<file path="src/rtl/disp_pkg.sv">
// Shared constants for the seven-segment display path: digit count,
// active-low hex font and the all-off patterns for anodes and segments.
package disp_pkg;

  localparam int NUM_DIGITS = 8;

  localparam logic [6:0] SEG_OFF = 7'h7F;
  localparam logic [7:0] AN_OFF  = 8'hFF;

  // Active-low gfedcba patterns, indexed by nibble value 0..F.
  localparam logic [6:0] SEG_HEX [16] = '{
    7'h40, 7'h79, 7'h24, 7'h30, 7'h19, 7'h12, 7'h02, 7'h78,
    7'h00, 7'h10, 7'h08, 7'h03, 7'h46, 7'h21, 7'h06, 7'h0E
  };

endpackage

</file>
<file path="src/rtl/hex7seg.sv">
// Combinational nibble to active-low seven-segment pattern lookup.
module hex7seg
  import disp_pkg::*;
(
  input  logic [3:0] nibble,
  output logic [6:0] seg
);

  assign seg = SEG_HEX[nibble];

endmodule

</file>
<file path="src/rtl/seg7_scan_driver.sv">
// Eight-digit multiplexed hex display driver: per-frame snapshot of the
// input word, anti-ghost blank gap per digit slot and leading-zero blanking.
module seg7_scan_driver
  import disp_pkg::*;
#(
  parameter int REFRESH_DIV = 100000,
  parameter int BLANK_CYC   = 16
) (
  input  logic        clk,
  input  logic        rst,
  input  logic [31:0] data_reg,
  input  logic        lz_en,
  input  logic [7:0]  dp_mask,
  output logic [7:0]  an,
  output logic [6:0]  seg,
  output logic        dp,
  output logic        frame_tick
);

  localparam int PW = $clog2(REFRESH_DIV);

  logic [PW-1:0] pcnt;
  logic [2:0]    didx;
  logic [31:0]   snap_data;
  logic          snap_lz;
  logic [7:0]    snap_dp;
  logic          load_pend;

  logic          slot_end;
  logic          snap_load;
  logic [3:0]    cur_nib;
  logic [6:0]    cur_seg;
  logic [7:0]    lz_blank;
  logic          zero_run;

  assign slot_end  = (pcnt == PW'(REFRESH_DIV - 1));
  // Snapshot at the frame boundary, or once right after reset so the
  // first frame already shows live data.
  assign snap_load = load_pend | (slot_end & (didx == 3'd7));
  assign cur_nib   = snap_data[{didx, 2'b00} +: 4];

  hex7seg u_hex7seg (
    .nibble (cur_nib),
    .seg    (cur_seg)
  );

  // Digit k blanks when every nibble from the top down to k is zero;
  // digit 0 is excluded so an all-zero word still reads "0".
  always_comb begin
    lz_blank = '0;
    zero_run = 1'b1;
    for (int k = NUM_DIGITS - 1; k >= 1; k--) begin
      zero_run    = zero_run & (snap_data[4*k +: 4] == 4'h0);
      lz_blank[k] = snap_lz & zero_run;
    end
  end

  always_ff @(posedge clk) begin
    if (rst) begin
      pcnt       <= '0;
      didx       <= '0;
      snap_data  <= '0;
      snap_lz    <= 1'b0;
      snap_dp    <= '0;
      load_pend  <= 1'b1;
      an         <= AN_OFF;
      seg        <= SEG_OFF;
      dp         <= 1'b1;
      frame_tick <= 1'b0;
    end else begin
      pcnt <= slot_end ? '0 : pcnt + 1'b1;
      if (slot_end) begin
        didx <= didx + 3'd1;
      end
      if (snap_load) begin
        snap_data <= data_reg;
        snap_lz   <= lz_en;
        snap_dp   <= dp_mask;
        load_pend <= 1'b0;
      end
      frame_tick <= snap_load;
      // seg/dp switch to the new digit in the same cycle the anodes go dark,
      // so the pattern is stable for the whole lit part of the slot.
      an  <= (pcnt < PW'(BLANK_CYC)) ? AN_OFF : ~(8'd1 << didx);
      seg <= lz_blank[didx] ? SEG_OFF : cur_seg;
      dp  <= ~snap_dp[didx];
    end
  end

endmodule

</file>
<file path="config.mk">
export PLATFORM = sky130hd
export DESIGN_NAME = seg7_scan_driver
export DESIGN_NICKNAME = d
export VERILOG_FILES = /design/src/rtl/disp_pkg.sv /design/src/rtl/hex7seg.sv /design/src/rtl/seg7_scan_driver.sv
export SDC_FILE = /design/constraint.sdc
export NUM_CORES = 1
export LEC_CHECK = 0
export ABC_AREA = 1
export CAP_MARGIN = 20
export CORE_UTILIZATION = 27
export DETAILED_ROUTE_END_ITERATION = 16
export GPL_TIMING_DRIVEN = 0
export MAX_ROUTING_LAYER = met4
export PLACE_DENSITY_LB_ADDON = 0.3
export SLEW_MARGIN = 20
export SYNTH_ARGS = -nofsm -noshare
export SYNTH_HDL_FRONTEND = slang
export SYNTH_SLANG_ARGS = --single-unit
</file>
<file path="constraint.sdc">
create_clock -name clk -period 3.3 [get_ports clk]
set_input_delay 0.66 -clock clk [delete_from_list [all_inputs] [get_ports clk]]
set_output_delay 0.66 -clock clk [all_outputs]
set_load 0.05 [all_outputs]
</file>
==> Implementation_results.wiki, run 1 <==
{| class="wikitable"
! Metric !! Value
|-
| TritonCTS clock tree || built
|-
| Register area || 1580 sq um
|-
| Syn nets || 599
|-
| Die Footprint || 14,600 sq um
|-
| Hold Fails Final Rpt || 0
|-
| Synth Instances || 543
|-
| Sinks on Clock Net || 79
|-
| End of the worst register-to-register path || seg[5]
|-
| Main synth FF type || sky130_fd_sc_hd__dfxtp_1
|-
| Combinational family with the most area after synthesis || simple AND/OR/NAND/NOR gates
|-
| Number of antenna violations at the first check in global routing || 0
|-
| Post-detailed-route via-to-cell ratio || 4.53
|-
| Leakage dissipation || 0.00205 uW
|-
| Via count of the first global-routing pass || 3,496
|-
| Number of violations of the max-capacitance limit || 0
|-
| Share of the synthesized area in compound gates (AO/OA/AOI/OAI) || 0.104
|-
| Number of warnings reported in the yosys synthesis log || 0
|-
| Initial drt markers || 201
|-
| Total global routing overflow || 0
|-
| Minimum period implied by the final worst setup slack || 2.12 ns
|-
| Slack of the worst reg-to-reg path || 1.27 ns
|-
| Tot GR Track Use || 0.146
|-
| Worst Setup EP || an[5]
|-
| Startpoint type of the worst setup path || flip-flop
|-
| Sequential element share of the synthesized area || 0.414
|-
| Outcome || completed
|-
| Avg Synthesized Cell Area || 7.04 sq um
|-
| Critical Path AT || 1.46 ns
|-
| Number of filler cells placed in the layout || 1,449
|-
| Start point of the critical path || an[5]
|-
| Area Overhead vs Synth || 29.2%
|-
| Port Buffers || 59
|-
| Final antenna-violating net count || 0
|-
| Clock latency of the later-clocked register in the worst-skew pair || 0.34 ns
|-
| Flip-flop and latch count after synthesis || 79
|-
| Worst R2R Path Depth || 11
|-
| Post-synthesis share of cell area spent on xor and xnor gates || 0.00458
|-
| Area share of the largest cell type after synthesis || 0.414
|-
| Fraction of final layout cells sized beyond drive strength 1 || 0.0971
|-
| Power density relative to cell area || 466 nW/um^2
|-
| Async set-or-reset flop fraction in the synthesized netlist || 0
|-
| Largest stage delay on the critical path || 0.80 ns
|-
| Unrepaired setup endpoints after global routing || false
|-
| Worst r2r src || didx[2]
|-
| Number of flops mapped to enable cells by yosys || 0
|-
| # setup viols final || 0
|-
| Number of cells on the critical path || 1
|-
| Type of the most critical hold path || flip-flop to flip-flop
|-
| Final hold slack || 0.459 ns
|-
| Measured slew at the worst slew-check pin || 0.518 ns
|-
| Crit path cell chain || clkdlybuf4s50_1
|-
| Slew Limit Fails || 0
|-
| Buffers and inverters on the worst path || 1
|-
| Accumulated negative setup slack || 0 ns
|-
| Crit path max-delay family || buffers and inverters
|-
| Number of buffers on the longest clock path || 2
|-
| Synth cell count leaders || sky130_fd_sc_hd__nor2_1 (137), sky130_fd_sc_hd__nand2_1 (107), sky130_fd_sc_hd__dfxtp_1 (79)
|-
| Die W || 121 um
|-
| CTS H-tree lvls || 3
|-
| Required time at the endpoint of the critical path || 2.64 ns
|-
| Total detailed-routing wirelength || 9.53 mm
|-
| Category of the worst setup path capture point || output port
|-
| DRC violations left || 0
|-
| Cell Rows || 43
|-
| Root Driver || sky130_fd_sc_hd__clkbuf_16
|-
| Number of antenna repair diodes || 0
|-
| Fin crit share || 0.642
|-
| IO Pins || 60
|-
| Number of CTS-inserted buffers || 9
|-
| Synth Area in Simple Gates || 0.352
|-
| Most repeated cell in the gate-level netlist after synthesis || sky130_fd_sc_hd__nor2_1
|-
| Cts hold-fix bufs || 0
|-
| Worst slew margin || 0.654
|-
| # resized after CTS || 0
|-
| Worst supply voltage drop on vdd || 0.000228 V
|-
| Post-DP HPWL || 7.30 mm
|-
| Clock input transition at the sequential cells of the worst setup and hold paths || 0.06 ns
|-
| Worst path slowest cell || sky130_fd_sc_hd__clkdlybuf4s50_1
|-
| Final weighted congestion in routability-driven placement || 0.946
|-
| Maximum number of pins on one net before global-route repair || 14
|-
| Maximum net fanout on the critical path || 1
|-
| Count of distinct cell types in the synthesized netlist || 35
|-
| Via total after detailed routing || 3,614
|-
| Multiplexer share of the synthesized area || 0
|-
| WS Path Type || flip-flop to output port
|-
| Area share of fa/ha/maj cells after synthesis || 0.0426
|-
| Setup skew after layout || 0.00620 ns
|-
| Final routed wire length divided by cell count || 11.9 um
|-
| Area of the multi-input gates || 1920 sq um
|-
| Initial cell density of the core || 0.276
|-
| Cell area after synthesis || 3820 sq um
|-
| Number of setup buffers added after CTS || 0
|-
| Maximum clock rate || 0.472 GHz
|-
| Final Util || 0.357
|-
| Top cells by area in the synthesized netlist || sky130_fd_sc_hd__dfxtp_1 (41%), sky130_fd_sc_hd__nor2_1 (13%), sky130_fd_sc_hd__nand2_1 (11%), sky130_fd_sc_hd__o21ai_0 (5.5%), sky130_fd_sc_hd__nand3_1 (4.3%)
|-
| Library cell occupying the most area in the post-synthesis netlist || sky130_fd_sc_hd__dfxtp_1
|-
| Total number of nets in the final design || 669
|-
| Global-route wire length before repair || 16.4 mm
|-
| Core box area || 13,800 sq um
|-
| Vertical die dimension || 121 um
|-
| Length of the first detailed-routing pass in iterations || 5
|}
-- placed cells by master (no fill, tap or decap), types with 2 or more instances in the layout --
cell type / Yosys / routed
sky130_fd_sc_hd__dfxtp_1: 79 / 79
sky130_fd_sc_hd__ha_1: 13 / 13
sky130_fd_sc_hd__nand3_1: 33 / 33
sky130_fd_sc_hd__inv_2: 2 / 2
sky130_fd_sc_hd__o21ai_0: 42 / 42
sky130_fd_sc_hd__o211ai_1: 2 / 2
sky130_fd_sc_hd__buf_6: 10 / 10
sky130_fd_sc_hd__o21bai_1: 2 / 2
sky130_fd_sc_hd__clkdlybuf4s50_1: 0 / 59
sky130_fd_sc_hd__nor2_2: 14 / 14
sky130_fd_sc_hd__a21oi_1: 13 / 13
sky130_fd_sc_hd__xor2_1: 2 / 2
sky130_fd_sc_hd__nor4_1: 2 / 2
sky130_fd_sc_hd__clkbuf_16: 0 / 9
sky130_fd_sc_hd__or2_2: 3 / 3
sky130_fd_sc_hd__o21ai_1: 10 / 10
sky130_fd_sc_hd__inv_1: 34 / 34
sky130_fd_sc_hd__nor2_1: 137 / 137
sky130_fd_sc_hd__clkinv_2: 0 / 3
sky130_fd_sc_hd__buf_2: 4 / 4
sky130_fd_sc_hd__clkbuf_1: 5 / 5
sky130_fd_sc_hd__nor3_1: 6 / 6
sky130_fd_sc_hd__nand4_1: 6 / 6
sky130_fd_sc_hd__buf_4: 3 / 3
sky130_fd_sc_hd__o221ai_1: 2 / 2
sky130_fd_sc_hd__clkinvlp_4: 0 / 2
sky130_fd_sc_hd__nand2_1: 107 / 107
-- worst min-delay path by stage --
stage	start	to	slack, ns	cells after the start
floorplan	pcnt[0]	pcnt[0]	0.42	1
global placement	pcnt[0]	pcnt[0]	0.43	1
detailed placement	pcnt[0]	pcnt[0]	0.46	1
CTS	pcnt[0]	pcnt[0]	0.46	1
global route	pcnt[0]	pcnt[0]	0.52	1
finish	pcnt[0]	pcnt[0]	0.46	1
-- stage by stage --
stage               setup slack [ns]  cell area, sq um  instances  power (uW)
finish                          1.18              4940        798        2300
floorplan                       1.60              3820        543        1220
global route                   0.989              4940        798        2410
global placement               0.941              4640        782        1330
CTS                             1.16              4940        798        2340
detailed placement             0.913              4640        782        1340
-- worst register-to-register path, delay by kind of cell, from the launching register on --
family | cells | cell delay [ns]
and+or+nand+nor | 6 | 0.62
adders and majority gates | 1 | 0.23
DFF | 1 | 0.31
buffers and inverters | 4 | 0.75
-- flip-flops by register name, summed over array words and instances (netlist names) --
register / flops
didx: 3
dp: 1
load_pend: 1
snap_lz: 1
seg: 7
snap_data: 32
snap_dp: 8
frame_tick: 1
an: 8
pcnt: 17
-- report_power, final --
group	leakage (uW)	switching (uW)	internal (uW)	total [uW]
clock network	0.000144	384	601	986
logic	0.00126	158	125	283
registers	0.000651	29.9	1000	1030
-- metal layers --
layer  GRT usage  vias to the layer above  wire length [um]
li1            -                     1872                 -
met1       0.188                     1616              4650
met2       0.222                      110              4200
met3      0.0324                       16               479
met4      0.0556                        0               194
met5           -                        -                 0
-- cell type report --
class                   count  share of cell area
flip-flops and latches     79               0.320
well taps                 180              0.0456
clock inverters             6              0.0122
clock buffers              10              0.0484
repair buffers             59               0.120
inverters                  38              0.0294
multi-input cells         404               0.389
plain buffers              22              0.0352
-- kinds of logic (layout without fill, tap and decap cells) --
family	count (synthesis)	in the layout
DFF	79	79
buffers and inverters	60	135
and+or+nand+nor	315	315
adders and majority gates	13	13
AOI/OAI and AO/OA	74	74
xor gates and xnor gates	2	2
(Power assumes the default switching activity.)
==> run 2, diff against run 1 <==
==> constraint.sdc (replaced) <==
create_clock -name clk -period 1.7 [get_ports clk]
set_input_delay 0.34 -clock clk [delete_from_list [all_inputs] [get_ports clk]]
set_output_delay 0.34 -clock clk [all_outputs]
set_load 0.05 [all_outputs]
==> run 2 against run 1 <==
Net effect: the flow now finishes with violations (setup timing); combinational power grew 120%; non-clock buffer count grew 17; count of clock-buffer cells in the layout did not move; critical path depth is 8 higher; clock power increased by 94%; worst hold slack worse by 0.0014 ns; worst setup slack got worse by 1.2 ns; routed wire length rose by 4.7%; largest power group unchanged; highest routed layer unchanged.
==> Implementation_results.wiki, run 2 (same netlist as run 1, synthesis figures left out) <==
{| class="wikitable"
! Metric !! Value
|-
| Maximum number of pins on one net before global-route repair || 14
|-
| WS Path Type || flip-flop to flip-flop
|-
| Tot GR Track Use || 0.149
|-
| Number of violations of the max-capacitance limit || 0
|-
| Final Instance Count excl. Fillers || 815
|-
| Reg with most FFs || snap_data
|-
| Clock latency of the later-clocked register in the worst-skew pair || 0.34 ns
|-
| Number of CTS-inserted buffers || 9
|-
| Post-route cell area || 5330 sq um
|-
| Post-detailed-route via-to-cell ratio || 4.50
|-
| Leakage dissipation || 0.00218 uW
|-
| Type of the most critical hold path || flip-flop to flip-flop
|-
| Number of antenna repair diodes || 0
|-
| Largest register FFs || 32
|-
| Cell Int Power || 3380 uW
|-
| Sinks on Clock Net || 79
|-
| Length of the first detailed-routing pass in iterations || 5
|-
| Final Util || 0.385
|-
| Cell Rows || 43
|-
| Sequential cell fraction of total power || 0.443
|-
| Clock input transition at the sequential cells of the worst setup and hold paths || 0.06 ns
|-
| Root Driver || sky130_fd_sc_hd__clkbuf_16
|-
| Fin crit share || 1.01
|-
| Placed Instance Area || 4640 sq um
|-
| Hold Fails Final Rpt || 0
|-
| Cts hold-fix bufs || 0
|-
| Number of antenna violations at the first check in global routing || 0
|-
| Maximum clock rate || 0.584 GHz
|-
| Category of the worst setup path capture point || flip-flop
|-
| Cell count of the worst hold path || 1
|-
| Total global routing overflow || 0
|-
| # setup viols final || 2
|-
| Total detailed-routing wirelength || 9.98 mm
|-
| TritonCTS clock tree || built
|-
| Via total after detailed routing || 3,670
|-
| Number of filler cells placed in the layout || 1,420
|-
| Measured slew at the worst slew-check pin || 0.513 ns
|-
| Minimum period implied by the final worst setup slack || 1.71 ns
|-
| Core box area || 13,800 sq um
|-
| Worst R2R Path Depth || 9
|-
| Via count of the first global-routing pass || 3,610
|-
| Critical Path AT || 1.94 ns
|-
| Final antenna-violating net count || 0
|-
| Slew Limit Fails || 0
|-
| Highest-count cells in the layout ignoring fill and taps || sky130_fd_sc_hd__nor2_1 (130), sky130_fd_sc_hd__nand2_1 (88), sky130_fd_sc_hd__dfxtp_1 (76)
|-
| Required time at the endpoint of the critical path || 1.93 ns
|-
| Worst slew margin || 0.659
|-
| Final routed wire length divided by cell count || 12.2 um
|-
| Fraction of power consumed by the clock network || 0.422
|-
| Vertical die dimension || 121 um
|-
| Total number of nets in the final design || 686
|-
| Power density relative to cell area || 850 nW/um^2
|-
| Initial cell density of the core || 0.276
|-
| Port Buffers || 59
|-
| Area Overhead vs Synth || 39.4%
|-
| CTS H-tree lvls || 3
|-
| Fraction of final layout cells sized beyond drive strength 1 || 0.194
|-
| Outcome || complete, but fails checks
|-
| Setup skew after layout || 0.00608 ns
|-
| DRC violations left || 0
|-
| Maximum net fanout on the critical path || 7
|-
| Minimum setup slack in the final design || -0.0115 ns
|-
| Net switching share of the total power || 0.253
|-
| Cell count after placement || 782
|-
| Global-route wire length before repair || 16.7 mm
|-
| Worst supply voltage drop on vdd || 0.000430 V
|-
| Unrepaired setup endpoints after global routing || true
|-
| Die Footprint || 14,600 sq um
|-
| Post-DP HPWL || 7.30 mm
|-
| IO Pins || 60
|-
| Violated checks || setup timing
|-
| Initial drt markers || 180
|-
| Number of buffers on the longest clock path || 2
|-
| Startpoint type of the worst setup path || flip-flop
|-
| Most common cell after layout, fill and taps aside || sky130_fd_sc_hd__nor2_1
|-
| Final weighted congestion in routability-driven placement || 0.946
|-
| Top flop regs || snap_data: 32 flops, pcnt: 17 flops
|-
| Setup WS pre-CTS || -0.367 ns
|-
| Logic gate share of total power || 0.134
|-
| Die W || 121 um
|-
| Net load switching power || 1150 uW
|}
## run 2: changes by cell type in the layout (fill, tap and decap cells not counted), moves of 5 or more
cell and delta:
sky130_fd_sc_hd__nor2_2 +5, sky130_fd_sc_hd__nand2_4 +6, sky130_fd_sc_hd__ha_4 +5, sky130_fd_sc_hd__nand2_1 -19, sky130_fd_sc_hd__dlygate4sd2_1 +17, sky130_fd_sc_hd__clkdlybuf4s50_1 -17, sky130_fd_sc_hd__nand2_2 +13, sky130_fd_sc_hd__nor2_1 -7
sky130_fd_sc_hd__o21ai_0 -12, sky130_fd_sc_hd__ha_1 -7, sky130_fd_sc_hd__o21ai_1 +9, sky130_fd_sc_hd__buf_4 +13
## run 2: critical path: stages (launching register included)
cell                       delay, ns
sky130_fd_sc_hd__dfxtp_2        0.32
sky130_fd_sc_hd__buf_6          0.13
sky130_fd_sc_hd__buf_8          0.14
sky130_fd_sc_hd__buf_6          0.12
sky130_fd_sc_hd__o211ai_1       0.32
sky130_fd_sc_hd__nand3_1        0.19
sky130_fd_sc_hd__o21ai_4        0.14
sky130_fd_sc_hd__nor2_1         0.08
sky130_fd_sc_hd__nor2_1         0.10
sky130_fd_sc_hd__nand2_1        0.06
## run 2: power by group through the flow
stage	sequential (uW)	combinational (uW)	clock [uW]
floorplan	2090	275	0
global placement	2040	547	0
detailed placement	2040	552	0
CTS	2000	567	1980
global route	2020	672	2050
finish	2010	609	1910
## run 2: timing repair
item                                    4_1_cts  5_1_grt
endpoints found under the setup margin       58       61
buffers inserted                             13        4
pin swaps                                     5       23
resized for setup                            51       55
## run 2: final timing paths
path                              start       to  slack [ns]
worst max register to register  didx[0]   seg[2]       -0.01
worst min register to register  pcnt[0]  pcnt[0]        0.46
worst max-delay path            didx[0]   seg[2]       -0.01
worst min-delay path            pcnt[0]  pcnt[0]        0.46
## run 2: layout make-up
type | count | area (sq um) | share of cell area
buffer | 22 | 218 | 0.0409
clock buffer | 10 | 239 | 0.0448
clock inverter | 6 | 60.1 | 0.0113
inverter | 38 | 156 | 0.0293
multi-input combinational | 404 | 2130 | 0.399
sequential | 79 | 1590 | 0.297
tap | 180 | 225 | 0.0423
timing repair buffer | 76 | 717 | 0.135
## run 2: through the flow
step | hold slack, ns | power (uW) | setup TNS [ns]
after detailed placement | 0.456 | 2600 | -18.56
after floorplan | 0.412 | 2370 | 0
after CTS | 0.469 | 4550 | -0.00218
after global routing | 0.496 | 4740 | -0.422
after global placement | 0.429 | 2590 | -15.57
final | 0.458 | 4530 | -0.0213
## run 2: routing by layer
| metal | vias to the layer above | GRT usage | share of wire |
|---|---|---|---|
| met4 | 0 | 0.0679 | 0.021 |
| met1 | 1643 | 0.188 | 0.49 |
| met5 | - | - | 0 |
| met2 | 103 | 0.230 | 0.45 |
| li1 | 1909 | - | - |
| met3 | 15 | 0.0273 | 0.042 |
